===== config.mk =====
export PLATFORM = sky130hd
export DESIGN_NAME = keypad_emulator
export DESIGN_NICKNAME = d
export VERILOG_FILES = /design/src/rtl/keypad_emulator.sv
export SDC_FILE = /design/constraint.sdc
export NUM_CORES = 1
export LEC_CHECK = 0
export ABC_AREA = 1
export CORE_MARGIN = 2
export CORE_UTILIZATION = 35
export CTS_CLUSTER_SIZE = 24
export DETAILED_ROUTE_END_ITERATION = 7
export PLACE_DENSITY_LB_ADDON = 0.1
export SLEW_MARGIN = 40
export SYNTH_ARGS = -nofsm -noshare
export SYNTH_HDL_FRONTEND = slang
export SYNTH_SLANG_ARGS = --single-unit

===== constraint.sdc =====
create_clock -name int_osc -period 2.4 [get_ports int_osc]
set_clock_uncertainty 0.05 [all_clocks]
set_input_delay 0.48 -clock int_osc [delete_from_list [all_inputs] [get_ports int_osc]]
set_output_delay 0.48 -clock int_osc [all_outputs]
set_load 0.01 [all_outputs]

===== src/rtl/keypad_emulator.sv =====
// keypad_emulator: 4x4 matrix-keypad model. Accepts key-press commands over a
// valid/ready handshake and plays each press as bounce-in, hold, bounce-out and
// gap phases, closing the addressed row/column switch the way a real key does.
module keypad_emulator #(
    parameter int BOUNCE_CYCLES = 8,
    parameter int GAP_CYCLES    = 16
) (
    input  logic        int_osc,
    input  logic        rst,
    input  logic [3:0]  column_signals,
    input  logic        cmd_valid,
    output logic        cmd_ready,
    input  logic [3:0]  cmd_key,
    input  logic [15:0] cmd_hold,
    output logic [3:0]  row_d,
    output logic        busy,
    output logic        done
);

    typedef enum logic [2:0] {
        S_IDLE,
        S_BOUNCE_IN,
        S_HOLD,
        S_BOUNCE_OUT,
        S_GAP,
        S_DONE
    } state_t;

    // Counter reload values; only used when the matching phase exists.
    localparam logic [15:0] BOUNCE_LOAD = (BOUNCE_CYCLES > 0) ? 16'(BOUNCE_CYCLES - 1) : 16'd0;
    localparam logic [15:0] GAP_LOAD    = (GAP_CYCLES > 0)    ? 16'(GAP_CYCLES - 1)    : 16'd0;

    state_t      state_q, state_d;
    logic [15:0] cnt_q, cnt_d;
    logic [15:0] hold_q, hold_d;
    logic [3:0]  key_q, key_d;
    logic        contact_q, contact_d;
    logic [7:0]  lfsr_q, lfsr_d;
    logic        busy_q, busy_d;
    logic        done_q, done_d;
    logic        ready_q, ready_d;
    logic        bounce_d;

    // x^8+x^6+x^5+x^4+1, shifting left with feedback into bit 0.
    function automatic logic [7:0] lfsr_next(input logic [7:0] s);
        return {s[6:0], s[7] ^ s[5] ^ s[4] ^ s[3]};
    endfunction

    // Phase sequencing; every transition reloads cnt so it never wraps.
    always_comb begin
        state_d = state_q;
        cnt_d   = cnt_q;
        hold_d  = hold_q;
        key_d   = key_q;
        case (state_q)
            S_IDLE: begin
                if (cmd_valid) begin
                    key_d  = cmd_key;
                    hold_d = (cmd_hold == 16'd0) ? 16'd1 : cmd_hold;
                    if (BOUNCE_CYCLES > 0) begin
                        state_d = S_BOUNCE_IN;
                        cnt_d   = BOUNCE_LOAD;
                    end else begin
                        state_d = S_HOLD;
                        cnt_d   = hold_d - 16'd1;
                    end
                end
            end
            S_BOUNCE_IN: begin
                if (cnt_q == 16'd0) begin
                    state_d = S_HOLD;
                    cnt_d   = hold_q - 16'd1;
                end else begin
                    cnt_d = cnt_q - 16'd1;
                end
            end
            S_HOLD: begin
                if (cnt_q == 16'd0) begin
                    if (BOUNCE_CYCLES > 0) begin
                        state_d = S_BOUNCE_OUT;
                        cnt_d   = BOUNCE_LOAD;
                    end else if (GAP_CYCLES > 0) begin
                        state_d = S_GAP;
                        cnt_d   = GAP_LOAD;
                    end else begin
                        state_d = S_DONE;
                    end
                end else begin
                    cnt_d = cnt_q - 16'd1;
                end
            end
            S_BOUNCE_OUT: begin
                if (cnt_q == 16'd0) begin
                    if (GAP_CYCLES > 0) begin
                        state_d = S_GAP;
                        cnt_d   = GAP_LOAD;
                    end else begin
                        state_d = S_DONE;
                    end
                end else begin
                    cnt_d = cnt_q - 16'd1;
                end
            end
            S_GAP: begin
                if (cnt_q == 16'd0) begin
                    state_d = S_DONE;
                end else begin
                    cnt_d = cnt_q - 16'd1;
                end
            end
            S_DONE: begin
                state_d = S_IDLE;
            end
            default: begin
                state_d = S_IDLE;
            end
        endcase
    end

    // Registered outputs are decoded from the next state so they line up with
    // the phase they belong to; the LFSR steps once per chatter sample.
    always_comb begin
        bounce_d  = (state_d == S_BOUNCE_IN) || (state_d == S_BOUNCE_OUT);
        contact_d = (state_d == S_HOLD) || (bounce_d && lfsr_q[0]);
        lfsr_d    = bounce_d ? lfsr_next(lfsr_q) : lfsr_q;
        busy_d    = (state_d != S_IDLE);
        done_d    = (state_d == S_DONE);
        ready_d   = (state_d == S_IDLE);
    end

    // State and output registers with synchronous reset.
    always_ff @(posedge int_osc) begin
        if (rst) begin
            state_q   <= S_IDLE;
            cnt_q     <= 16'd0;
            hold_q    <= 16'd0;
            key_q     <= 4'd0;
            contact_q <= 1'b0;
            lfsr_q    <= 8'hA5;
            busy_q    <= 1'b0;
            done_q    <= 1'b0;
            ready_q   <= 1'b1;
        end else begin
            state_q   <= state_d;
            cnt_q     <= cnt_d;
            hold_q    <= hold_d;
            key_q     <= key_d;
            contact_q <= contact_d;
            lfsr_q    <= lfsr_d;
            busy_q    <= busy_d;
            done_q    <= done_d;
            ready_q   <= ready_d;
        end
    end

    // Passive switch matrix: the closed key ties its column to its row.
    always_comb begin
        row_d             = 4'b0000;
        row_d[key_q[3:2]] = contact_q & column_signals[key_q[1:0]];
    end

    assign cmd_ready = ready_q;
    assign busy      = busy_q;
    assign done      = done_q;

endmodule


==> metrics.txt <==
# TYPE chip_impl_metric gauge
chip_impl_info{name="grt.busiest_layer",value="met2"} 1
chip_impl_metric{name="io_buffers",unit=""} 33
chip_impl_info{name="min-delay-path-class",value="flop to flop"} 1
chip_impl_info{name="post-synth-top-area-cell",value="dfxtp_1"} 1
chip_impl_metric{name="design.portCount",unit=""} 34
chip_impl_metric{name="required",unit="ns"} 1.87
chip_impl_metric{name="path_length_in_cells_of_the_critical_path",unit=""} 6
chip_impl_metric{name="synth_largest_type_area_fraction",unit=""} 0.340
chip_impl_metric{name="dp.final_hpwl",unit="mm"} 5.83
chip_impl_metric{name="grt_use_total",unit=""} 0.166
chip_impl_metric{name="vertical_die_dimension",unit="µm"} 96.6
chip_impl_info{name="worstSetupEndpointType",value="output port"} 1
chip_impl_metric{name="worst_setup_hold_path_clk_slew",unit="ns"} 0.11
chip_impl_info{name="start_kind",value="input pin"} 1
chip_impl_metric{name="grt_use_met2",unit=""} 0.270
chip_impl_metric{name="gpl.final_weighted_congestion",unit=""} 0.857
chip_impl_metric{name="post_synth_edffs",unit=""} 0
chip_impl_metric{name="postCtsSetupRepairBufs",unit=""} 0
chip_impl_info{name="synth_ff_type",value="dfxtp_1"} 1
chip_impl_metric{name="ff2ff_setup_slack",unit="ns"} 0.45
chip_impl_metric{name="grt_util_met1",unit=""} 0.228
chip_impl_info{name="clockRootBuffer",value="clkbuf_8"} 1
chip_impl_metric{name="grt_pass1_vias",unit=""} 2764
chip_impl_metric{name="yosysUniqueCellTypes",unit=""} 30
chip_impl_metric{name="setup_viol_count_final",unit=""} 0
chip_impl_metric{name="detailedRoute.firstIterationViolations",unit=""} 133
chip_impl_metric{name="fin_ws",unit="ns"} 0.164
chip_impl_metric{name="detail_route.vias_per_cell",unit=""} 4.83
chip_impl_metric{name="max_cap_viol_count",unit=""} 0
chip_impl_metric{name="power_density",unit="nW/µm²"} 759
chip_impl_metric{name="design.core.area",unit="µm²"} 8260
chip_impl_metric{name="row_count",unit=""} 33
chip_impl_metric{name="routedWlPerCell",unit="µm"} 12.5
chip_impl_metric{name="synthArstFlopShare",unit=""} 0
chip_impl_metric{name="grt_overflow",unit=""} 0
chip_impl_metric{name="first_pass_grt_wire_length",unit="mm"} 13.0
chip_impl_metric{name="static-leakage-power",unit="nW"} 1.59
chip_impl_info{name="rsz0062_at_grt",value="false"} 1
chip_impl_metric{name="grt_max_degree",unit=""} 33
chip_impl_metric{name="numClockSinks",unit=""} 51
chip_impl_metric{name="floorplan.die_area",unit="µm²"} 9330
chip_impl_metric{name="floorplan.initialDensity",unit=""} 0.363
chip_impl_metric{name="dr_total_vias",unit=""} 2924
chip_impl_metric{name="worst-slew-pin-transition",unit="ns"} 0.566
chip_impl_metric{name="fin_worst_hold_slack",unit="ns"} 0.417
chip_impl_metric{name="use_met3",unit=""} 0.0332
chip_impl_metric{name="ff2ff_path_depth",unit=""} 13
chip_impl_metric{name="fill_cells",unit=""} 912
chip_impl_info{name="synthMostInstantiatedCell",value="nand2_1"} 1
chip_impl_metric{name="nNetsFinal",unit=""} 529
chip_impl_info{name="worst_path_max_delay_cell",value="clkdlybuf4s50_1"} 1
chip_impl_metric{name="timing.final.max_slew_violations",unit=""} 0
chip_impl_metric{name="htreeDepth",unit=""} 2
chip_impl_metric{name="deepest_clock_path_buffer_count",unit=""} 2
chip_impl_info{name="synth.cells.most_frequent",value="121 x nand2_1, 64 x nor2_1, 57 x inv_1"} 1
chip_impl_metric{name="yosys_warnings",unit=""} 0
chip_impl_metric{name="min_period_over_period",unit=""} 0.932
chip_impl_metric{name="insertion_delay",unit="ns"} 0.32
chip_impl_metric{name="crit_path_max_fanout",unit=""} 4
chip_impl_metric{name="number_of_failing_hold_endpoints_at_the_final_stage",unit=""} 0
chip_impl_info{name="synth.area.top_cells",value="dfxtp_1 34%, nand2_1 15%, nor2_1 8.0%"} 1
chip_impl_info{name="tritoncts",value="done"} 1
chip_impl_metric{name="hold_path_depth",unit=""} 2
chip_impl_metric{name="worstPathArrival",unit="ns"} 1.71
chip_impl_metric{name="max-slew-margin-rel",unit=""} 0.622
chip_impl_metric{name="die_width",unit="µm"} 96.6
chip_impl_metric{name="timing.fmax",unit="MHz"} 447
chip_impl_metric{name="slowest_delay",unit="ns"} 0.46
chip_impl_metric{name="drtPass1Iterations",unit=""} 4
chip_impl_metric{name="post_layout_util",unit=""} 0.427
chip_impl_metric{name="route.detailed.drc",unit=""} 0
chip_impl_metric{name="synth.net_count",unit=""} 495
chip_impl_metric{name="synth.cell_area",unit="µm²"} 3000
chip_impl_metric{name="share_of_cells_above_drive_strength_1",unit=""} 0.0640
chip_impl_metric{name="synthesis.area_per_instance",unit="µm²"} 6.46
chip_impl_metric{name="synth_seq_cells",unit=""} 51
chip_impl_metric{name="holdBufCountCts",unit=""} 0
chip_impl_info{name="worstSetupPathType",value="input pin to output port"} 1
chip_impl_metric{name="timing.final.crit_period",unit="ns"} 2.24
chip_impl_metric{name="seq_area",unit="µm²"} 1020
chip_impl_metric{name="cp.buffers_inverters",unit=""} 2
chip_impl_metric{name="dp_slack",unit="ns"} -0.245
chip_impl_metric{name="num_antenna_cells",unit=""} 0
chip_impl_metric{name="cts_buffer_count",unit=""} 5
chip_impl_metric{name="synth_sequential_area_ratio",unit=""} 0.340
chip_impl_info{name="cp_top_family",value="buffers and inverters"} 1
chip_impl_metric{name="post_route_ant_nets",unit=""} 0
chip_impl_metric{name="postRouteWirelength",unit="mm"} 7.56
chip_impl_info{name="crit_chain",value="clkdlybuf4s50_1, nor2_1, o32ai_1, nand2_1, nor3_1, clkbuf_2"} 1
chip_impl_metric{name="syn_to_final_growth",unit="%"} 17.4
chip_impl_metric{name="synthCells",unit=""} 465
chip_impl_metric{name="antenna_found_initial",unit=""} 0
chip_impl_metric{name="multiInputGateArea",unit="µm²"} 1690
chip_impl_metric{name="peakVddDrop",unit="V"} 0.000339
chip_impl_info{name="outcome",value="finished clean"} 1
[logic make-up (layout without fill, tap and decap cells)]
kind of cell	Yosys count	after routing	synth area share
and+or+nand+nor	252	252	0.366
buffers and inverters	72	107	0.0980
AOI/OAI and AO/OA	71	71	0.136
DFF	51	51	0.340
xor gates and xnor gates	16	16	0.0467
adders and majority gates	3	3	0.0125
[layout make-up]
class                           instances  share of cell area
Timing Repair Buffer                   40               0.103
Inverter                               59              0.0628
Clock inverter                          3             0.00781
Multi-Input combinational cell        342               0.480
Clock buffer                            5              0.0195
Sequential cell                        51               0.290
Tap cell                              105              0.0373
[flip-flops by register name, summed over array words and instances, names as in the netlist]
signal and cells:
cnt_q 16, hold_q 16, lfsr_q 8, key_q 4
state_q 3, busy 1, cmd_ready 1, contact_q 1
done 1
[tightest hold or removal path: stages (launching register included)]
cell	delay, ns
dfxtp_1	0.34
nand2_1	0.05
nand3_1	0.05
[timing repair]
| action | in CTS | in global routing |
|---|---|---|
| pin swaps | 0 | 1 |
| resized for setup | 4 | 10 |
| endpoints found under the setup margin | 4 | 4 |
[final timing paths]
path                                   startpoint        end
worst max-delay path            column_signals[0]   row_d[1]
worst min-delay path                    lfsr_q[0]  lfsr_q[0]
worst max register to register           cnt_q[0]  cnt_q[11]
worst min register to register          lfsr_q[0]  lfsr_q[0]
[through the flow]
stage          total power (W)  instances  setup TNS [ns]  area [µm²]
3_3_place_gp           0.00214        597          -0.773        3440
6_report               0.00268        605               0        3520
2_1_floorplan          0.00188        465               0        3000
3_5_place_dp           0.00215        597          -0.929        3440
4_1_cts                0.00271        605               0        3530
5_1_grt                0.00291        605               0        3520
[report_power, final]
group	internal [W]	switching, W	leakage, nW
registers	0.000963	0.0000996	0.420
logic	0.000392	0.000661	1.12
clock network	0.000217	0.000343	0.0467
total	0.00157	0.00110	1.59
[placed cells by master (no fill, tap or decap)]
cell type	Yosys	layout
a211oi_1	12	12
a21oi_1	26	26
a31oi_1	2	2
buf_4	1	7
clkbuf_2	0	4
clkbuf_8	0	5
clkdlybuf4s50_1	0	29
clkinvlp_4	0	1
dfxtp_1	51	51
ha_1	3	3
inv_1	57	57
inv_2	2	2
inv_6	0	1
inv_8	0	1
nand2_1	121	121
nand2_4	2	2
nand3_1	31	31
nand3_4	1	1
nand4_1	15	15
nor2_1	64	64
nor2_2	1	1
nor2_4	3	3
nor3_1	9	8
nor3_2	0	1
nor4_1	4	4
o211ai_1	1	1
o21ai_0	25	25
o21ai_1	2	2
o21ai_2	1	1
o21ai_4	1	1
o32ai_1	1	1
or2_2	1	1
xnor2_1	7	7
xor2_1	9	9
[per-layer routing]
layer | part of all wire | wire [µm] | vias to the layer above
li1 | - | - | 1575
met1 | 0.50 | 3770 | 1291
met2 | 0.45 | 3380 | 51
met3 | 0.042 | 318 | 7
met4 | 0.010 | 78 | 0
met5 | 0 | 0 | -
Note: power is estimated with default switching activity, not from simulation.
